**config.mk**
```make
export PLATFORM = sky130hd
export DESIGN_NAME = instr_fetch_unit_flat
export DESIGN_NICKNAME = d
export VERILOG_FILES = /design/src/rtl/instr_fetch_unit_if.sv /design/src/rtl/instr_fetch_unit.sv /design/src/flat_wrapper.sv
export SDC_FILE = /design/constraint.sdc
export NUM_CORES = 1
export LEC_CHECK = 0
export CORE_MARGIN = 2
export CORE_UTILIZATION = 30
export CTS_CLUSTER_SIZE = 10
export DETAILED_ROUTE_END_ITERATION = 10
export PLACE_DENSITY_LB_ADDON = 0.2
export REMOVE_ABC_BUFFERS = 1
export SLEW_MARGIN = 20
export SYNTH_ARGS = -nofsm -noshare
export SYNTH_HDL_FRONTEND = slang
export SYNTH_SLANG_ARGS = --single-unit
```
**constraint.sdc**
```tcl
create_clock -name clk -period 2.03 [get_ports clk]
set_clock_uncertainty 0.2 [all_clocks]
set_input_delay 0.5075 -clock clk [delete_from_list [all_inputs] [get_ports clk]]
set_output_delay 0.5075 -clock clk [all_outputs]
set_load 0.02 [all_outputs]
```
**src/rtl/instr_fetch_unit_if.sv**
```systemverilog
// Fetch-stage bundle: instruction memory req/ack, decode valid/ready and branch redirect.
// master = fetch unit, slave = memory/decode/branch side.
interface instr_fetch_unit_if;
  logic        imem_req;
  logic [15:0] imem_addr;
  logic        imem_ack;
  logic [15:0] imem_rdata;
  logic        instr_valid;
  logic        instr_ready;
  logic [15:0] instr;
  logic [2:0]  opcode;
  logic [15:0] instr_pc;
  logic        redirect;
  logic [15:0] redirect_pc;
  logic [15:0] fetch_count;
  logic        halted;

  modport master (
    output imem_req, imem_addr, instr_valid, instr, opcode, instr_pc, fetch_count, halted,
    input  imem_ack, imem_rdata, instr_ready, redirect, redirect_pc
  );

  modport slave (
    input  imem_req, imem_addr, instr_valid, instr, opcode, instr_pc, fetch_count, halted,
    output imem_ack, imem_rdata, instr_ready, redirect, redirect_pc
  );
endinterface

```
**src/rtl/instr_fetch_unit.sv**
```systemverilog
// Instruction fetch stage: owns the PC, fetches over req/ack, presents words over valid/ready.
// Optional halt-opcode detection is enabled by defining HALT_DETECT_EN.
module instr_fetch_unit #(
  parameter logic [15:0] RESET_PC    = 16'h0000,
  parameter logic [2:0]  HALT_OPCODE = 3'b110
) (
  input logic               clk,
  input logic               rst_n,
  instr_fetch_unit_if.master bus
);

  typedef enum logic [1:0] {
    S_IDLE  = 2'd0,
    S_FETCH = 2'd1,
    S_VALID = 2'd2
`ifdef HALT_DETECT_EN
    , S_HALT = 2'd3
`endif
  } state_t;

  state_t      r_state;
  logic [15:0] r_pc;
  logic        r_drop;
  logic        r_req;
  logic [15:0] r_addr;
  logic        r_valid;
  logic [15:0] r_instr;
  logic [2:0]  r_opcode;
  logic [15:0] r_instr_pc;
  logic [15:0] r_count;
  logic [15:0] w_target;

  assign w_target = bus.redirect_pc & 16'hFFFE;

  // Fetch FSM; redirect outranks every other event in every state.
  always_ff @(posedge clk or negedge rst_n) begin
    if (!rst_n) begin
      r_state    <= S_IDLE;
      r_pc       <= RESET_PC & 16'hFFFE;
      r_drop     <= 1'b0;
      r_req      <= 1'b0;
      r_addr     <= 16'h0000;
      r_valid    <= 1'b0;
      r_instr    <= 16'h0000;
      r_opcode   <= 3'b000;
      r_instr_pc <= 16'h0000;
      r_count    <= 16'h0000;
    end else begin
      case (r_state)
        S_IDLE: begin
          r_req   <= 1'b1;
          r_state <= S_FETCH;
          if (bus.redirect) begin
            r_pc   <= w_target;
            r_addr <= w_target;
          end else begin
            r_addr <= r_pc;
          end
        end
        S_FETCH: begin
          if (bus.redirect) begin
            r_pc <= w_target;
            // An in-flight request must still complete at its old address, so remember to drop it.
            if (bus.imem_ack) begin
              r_addr <= w_target;
              r_drop <= 1'b0;
            end else begin
              r_drop <= 1'b1;
            end
          end else if (bus.imem_ack) begin
            if (r_drop) begin
              r_drop <= 1'b0;
              r_addr <= r_pc;
            end else begin
              r_instr    <= bus.imem_rdata;
              r_opcode   <= bus.imem_rdata[15:13];
              r_instr_pc <= r_addr;
              r_valid    <= 1'b1;
              r_pc       <= r_addr + 16'd2;
              r_req      <= 1'b0;
              r_state    <= S_VALID;
            end
          end else begin
            r_req <= 1'b1;
          end
        end
        S_VALID: begin
          if (bus.redirect) begin
            r_valid <= 1'b0;
            r_pc    <= w_target;
            r_req   <= 1'b1;
            r_addr  <= w_target;
            r_state <= S_FETCH;
          end else if (bus.instr_ready) begin
            r_count <= r_count + 16'd1;
            r_valid <= 1'b0;
`ifdef HALT_DETECT_EN
            if (r_opcode == HALT_OPCODE) begin
              r_state <= S_HALT;
            end else
`endif
            begin
              r_req   <= 1'b1;
              r_addr  <= r_pc;
              r_state <= S_FETCH;
            end
          end else begin
            r_valid <= 1'b1;
          end
        end
`ifdef HALT_DETECT_EN
        S_HALT: begin
          if (bus.redirect) begin
            r_pc    <= w_target;
            r_req   <= 1'b1;
            r_addr  <= w_target;
            r_state <= S_FETCH;
          end else begin
            r_req <= 1'b0;
          end
        end
`endif
        default: begin
          r_state <= S_IDLE;
          r_req   <= 1'b0;
          r_valid <= 1'b0;
        end
      endcase
    end
  end

  assign bus.imem_req    = r_req;
  assign bus.imem_addr   = r_addr;
  assign bus.instr_valid = r_valid;
  assign bus.instr       = r_instr;
  assign bus.opcode      = r_opcode;
  assign bus.instr_pc    = r_instr_pc;
  assign bus.fetch_count = r_count;

`ifdef HALT_DETECT_EN
  logic r_halted;

  // Halt flag mirrors the HALT state so it is a plain registered output.
  always_ff @(posedge clk or negedge rst_n) begin
    if (!rst_n) begin
      r_halted <= 1'b0;
    end else if (r_state == S_VALID && !bus.redirect && bus.instr_ready && r_opcode == HALT_OPCODE) begin
      r_halted <= 1'b1;
    end else if (r_state == S_HALT && bus.redirect) begin
      r_halted <= 1'b0;
    end else begin
      r_halted <= r_halted;
    end
  end

  assign bus.halted = r_halted;
`else
  logic w_unused_halt_opcode;
  assign w_unused_halt_opcode = ^HALT_OPCODE;
  assign bus.halted = 1'b0;
`endif

endmodule
```
**src/flat_wrapper.sv**
```systemverilog
// flat-port wrapper written by rule: the top's interface ports become plain ports
module instr_fetch_unit_flat 
#(
  parameter logic [15:0] RESET_PC    = 16'h0000,
  parameter logic [2:0]  HALT_OPCODE = 3'b110
)
  (clk, rst_n, bus_imem_req, bus_imem_addr, bus_instr_valid, bus_instr, bus_opcode, bus_instr_pc, bus_fetch_count, bus_halted, bus_imem_ack, bus_imem_rdata, bus_instr_ready, bus_redirect, bus_redirect_pc);
  instr_fetch_unit_if bus_i ();
  input logic clk;
  input logic rst_n;
  output wire logic [$bits(bus_i.imem_req)-1:0] bus_imem_req;
  output wire logic [$bits(bus_i.imem_addr)-1:0] bus_imem_addr;
  output wire logic [$bits(bus_i.instr_valid)-1:0] bus_instr_valid;
  output wire logic [$bits(bus_i.instr)-1:0] bus_instr;
  output wire logic [$bits(bus_i.opcode)-1:0] bus_opcode;
  output wire logic [$bits(bus_i.instr_pc)-1:0] bus_instr_pc;
  output wire logic [$bits(bus_i.fetch_count)-1:0] bus_fetch_count;
  output wire logic [$bits(bus_i.halted)-1:0] bus_halted;
  input wire logic [$bits(bus_i.imem_ack)-1:0] bus_imem_ack;
  input wire logic [$bits(bus_i.imem_rdata)-1:0] bus_imem_rdata;
  input wire logic [$bits(bus_i.instr_ready)-1:0] bus_instr_ready;
  input wire logic [$bits(bus_i.redirect)-1:0] bus_redirect;
  input wire logic [$bits(bus_i.redirect_pc)-1:0] bus_redirect_pc;
  assign bus_imem_req = bus_i.imem_req;
  assign bus_imem_addr = bus_i.imem_addr;
  assign bus_instr_valid = bus_i.instr_valid;
  assign bus_instr = bus_i.instr;
  assign bus_opcode = bus_i.opcode;
  assign bus_instr_pc = bus_i.instr_pc;
  assign bus_fetch_count = bus_i.fetch_count;
  assign bus_halted = bus_i.halted;
  assign bus_i.imem_ack = bus_imem_ack;
  assign bus_i.imem_rdata = bus_imem_rdata;
  assign bus_i.instr_ready = bus_instr_ready;
  assign bus_i.redirect = bus_redirect;
  assign bus_i.redirect_pc = bus_redirect_pc;
  instr_fetch_unit #(.RESET_PC(RESET_PC), .HALT_OPCODE(HALT_OPCODE)) u_core (.clk(clk), .rst_n(rst_n), .bus(bus_i));
endmodule
```
==> results list <==
- The flow ran to the end, and the final reports show no timing, DRC or antenna violations.
- Clock-pin transition on the worst setup and hold timing paths: 0.06 ns
- Number of endpoints failing setup at the final stage: 0
- Static leakage power: about 2.9 nW
- Signal arrival time at the worst endpoint: between 2 and 2.5 ns
* Portion of the post-synthesis area used by sequential elements: 0.521
- Fin crit share: 0.970
- Total number of yosys warnings: 0
- Along the worst path, the maximum fanout reaches 5.
- Area of the core region: between 0.01 and 0.015 mm²
* Antenna violations before repair: 1
* Cell type with the highest aggregate area in the netlist: sky130_fd_sc_hd__dfrtp_1
* Final Critical Period: slightly below 2 ns
- The internal portion of the total power is 5.72 mW.
- Post-Syn Instances: 358
- For this run, the detailed router's first-pass iteration total came to 4.
- Flops & latches, synth: 85
- Maximum clock frequency: 0.508 GHz
- Sorting the synthesized cells by how often they occur yields 85 x sky130_fd_sc_hd__dfrtp_1, 31 x sky130_fd_sc_hd__nor2_1, 27 x sky130_fd_sc_hd__mux2_2.
- Share of total power in sequential cells: 0.319
- The die is between 100 and 150 µm tall.
- In this run, the number of DRC markers left after iteration 0 of detailed routing was 142.
* Share of power burned in the clock network: 0.206
* Pin count of the biggest net entering global routing: between 50 and 60
* Avg Synthesized Cell Area: about 11 µm²
- NetSw: approximately 3.5 mW
- Weighted congestion reported at the end of routability-driven placement: between 0.8 and 0.9
- Post-placement worst setup slack: -0.375 ns
- STA classifies the critical path endpoint as a flip-flop.
* DRT Wirelength: roughly 11000 µm
- Of the total power, combinational logic draws 0.475.
- Number of design rule violations left after detail routing: 0
- Via count normalized by instance count: 4.76
- Data on the critical path is required at its endpoint by 2.12 ns.
- The netlist uses 60 different library cells.
- Synth top area cells: sky130_fd_sc_hd__dfrtp_1 52%, sky130_fd_sc_hd__mux2_2 7.5%, sky130_fd_sc_hd__xnor2_1 4.5%
- Worst-skew pair later-pin latency: between 0.3 and 0.4 ns
* Series of cell instances along the critical path: buf_4 > ha_1 > buf_4 > nor2_1 > o211ai_2 > or3_1 > nand3_1
- During placement, the flow inserted port buffers numbering about 100.
- Total Die Area: roughly 0.015 mm²
* Largest vdd supply drop: roughly 0.00063 V
- TritonCTS clock tree: done
* Fraction of power spent switching nets: 0.381
- In this run, CTS created clock tree buffers numbering 9.
* Final antenna-violating net count: 0
- The most used flip-flop cell after synthesis is sky130_fd_sc_hd__dfrtp_1.
- In this run the count of I/O pins placed on the die edge is approximately 110.
- For this run the aggregate overflow at the end of global routing stands at 0.
* Total GRT Usage: 0.157
- In the final design database the tool counted between 500 and 600 nets.
- In the final timing run, aggregate negative setup slack is 0 ns.
* Layout area overhead: 50.0%
- The first global-routing pass estimated about 18000 µm of wire.
- For this design, the slowest cell found on the critical path is sky130_fd_sc_hd__dfrtp_1.
* Cell area after placement: between 0.005 and 0.006 mm²
- Estimated wirelength of the detail-placed design: about 7500 µm
* Unrepaired setup endpoints after global routing: true
* Slack of the critical path: ~0.060 ns
* Final cell area excluding filler cells: approximately 0.0061 mm²
* Endpoints failing hold: 0
- The initial utilization of the core area, before any placement, comes to 0.308.
* Number of placement rows: 42
- Count of max-cap constraint violations: 0
- The critical path contains buffers and inverters numbering 2 combined.
- Async set-reset flop share out of synthesis: 1.00
- STA classifies the critical path startpoint as a flip-flop.
- Clk buf depth: 2
- The path class of the tightest hold or removal check is reg2reg.
- Routed wirelength normalized by instance count: 16.0 µm
- Broken down by cell family, the worst path's largest delay share belongs to simple AND/OR/NAND/NOR gates.
- Of the cells placed in the final design, the portion with a size suffix greater than 1 is 0.233.
- Final max-slew violation count: 0
* Hold Worst Slack: 0.265 ns
* Most instantiated library cell after synthesis: sky130_fd_sc_hd__dfrtp_1
- Of the post-synthesis cell area, the dominant cell type holds 0.521.
* Stage delay of the slowest cell on the critical path: ~0.39 ns
* Power density cells: 1510 mW/mm²
* Vias in the first global route: approximately 3400
* Clock sinks: 85
- Counting stages on the worst path, the most repeated cell is sky130_fd_sc_hd__buf_4.
* Via count: 3250
- From left edge to right edge, the die measures around 120 µm.
- Cell area after synthesis: slightly above 0.004 mm²
- Yosys mapped a number of flops with a built-in enable equal to 0.
- The tree is rooted in a sky130_fd_sc_hd__clkbuf_16.
- The H-tree generated during clock tree synthesis spans 3 levels.
- CP Class: reg2reg
[registers in the layout (all words and copies together), names as in the netlist]
signal and count:
u_core.bus.imem_req 1, u_core.bus.instr_pc 16, u_core.r_drop 1, u_core.bus.fetch_count 16, u_core.bus.imem_addr 16, u_core.bus.instr_valid 1
u_core.bus.instr 14, u_core.r_state 2, u_core.r_pc 16, u_core.bus.opcode 2
[worst reg2reg max path: stages, from the launching register on]
cell	delay, ns
sky130_fd_sc_hd__dfrtp_1	0.39
sky130_fd_sc_hd__buf_4	0.16
sky130_fd_sc_hd__ha_1	0.25
sky130_fd_sc_hd__buf_4	0.18
sky130_fd_sc_hd__nor2_1	0.15
sky130_fd_sc_hd__o211ai_2	0.13
sky130_fd_sc_hd__or3_1	0.36
sky130_fd_sc_hd__nand3_1	0.08
[timing repair]
action,in CTS,in global routing
endpoints found under the setup margin,74,87
gates cloned,1,1
pin swaps,1,2
resized for setup,55,41
hold endpoints to repair,85,0
buffers inserted,2,2
hold buffers,1,0
[final cells by class]
class                           count  area (µm²)
Multi-Input combinational cell    240        1870
Antenna cell                        1        2.50
Inverter                           13        48.8
Fill cell                        1290        7120
Tap cell                          176         220
Sequential cell                    85        2130
Timing Repair Buffer              153        1510
Clock buffer                        9         225
Clock inverter                      6         113
[power by group through the flow]
stage / Combinational [mW] / Sequential [mW] / Clock [mW]
detailed placement: 4.29 / 3.00 / 0
global route: 4.76 / 3.07 / 2.03
global placement: 4.24 / 2.97 / 0
floorplan: 1.52 / 3.58 / 0
finish: 4.39 / 2.95 / 1.90
CTS: 4.23 / 2.96 / 1.96
[path summary, 6_finish.rpt]
check	cells past startpoint	startpoint	endpoint	slack [ns]
max	7	u_core.r_state[0]	u_core.r_pc[14]	0.06
min	1	u_core.bus.fetch_count[15]	u_core.bus.fetch_count[15]	0.27
max reg2reg	7	u_core.r_state[0]	u_core.r_pc[14]	0.06
min reg2reg	1	u_core.bus.fetch_count[15]	u_core.bus.fetch_count[15]	0.27
max in group asynchronous	3	rst_n	u_core.bus.imem_addr[9]	0.84
min in group asynchronous	3	rst_n	u_core.bus.instr_pc[7]	0.46
[per-stage QoR]
step / utilization / instances / power, mW
6_report: 0.462 / 683 / 9.24
4_1_cts: 0.449 / 679 / 9.15
5_1_grt: 0.462 / 682 / 9.86
3_3_place_gp: 0.423 / 660 / 7.21
3_5_place_dp: 0.423 / 660 / 7.30
2_1_floorplan: - / 338 / 5.10
[routing by layer]
| layer | track usage | share of wire | wire, µm | vias to the layer above |
|---|---|---|---|---|
| met1 | 0.210 | 0.46 | 5080 | 1606 |
| met5 | 0 | 0 | 0 | - |
| met2 | 0.239 | 0.47 | 5110 | 75 |
| met4 | 0.0523 | 0.012 | 134 | 0 |
| met3 | 0.0519 | 0.055 | 607 | 10 |
| li1 | - | - | - | 1559 |
[logic make-up after synthesis]
group	synth area share
and+or+nand+nor	0.128
DFF	0.521
AOI/OAI and AO/OA	0.108
muxes	0.123
buffers and inverters	0.0420
xor gates and xnor gates	0.0558
adders and majority gates	0.0215
other	0.000919
[cells in the final DEF, fill, tap and decap left out, types with 17 or more instances in the layout]
master / synthesis / final
sky130_fd_sc_hd__a21oi_1: 23 / 22
sky130_fd_sc_hd__xnor2_1: 21 / 21
sky130_fd_sc_hd__dlygate4sd2_1: 0 / 52
sky130_fd_sc_hd__mux2_2: 27 / 27
sky130_fd_sc_hd__buf_4: 5 / 37
sky130_fd_sc_hd__clkdlybuf4s50_1: 0 / 32
sky130_fd_sc_hd__nor2_1: 31 / 29
sky130_fd_sc_hd__nand2_1: 17 / 17
sky130_fd_sc_hd__dfrtp_1: 85 / 84
sky130_fd_sc_hd__dlymetal6s2s_1: 0 / 19
Power figures use the tool's default switching activity.
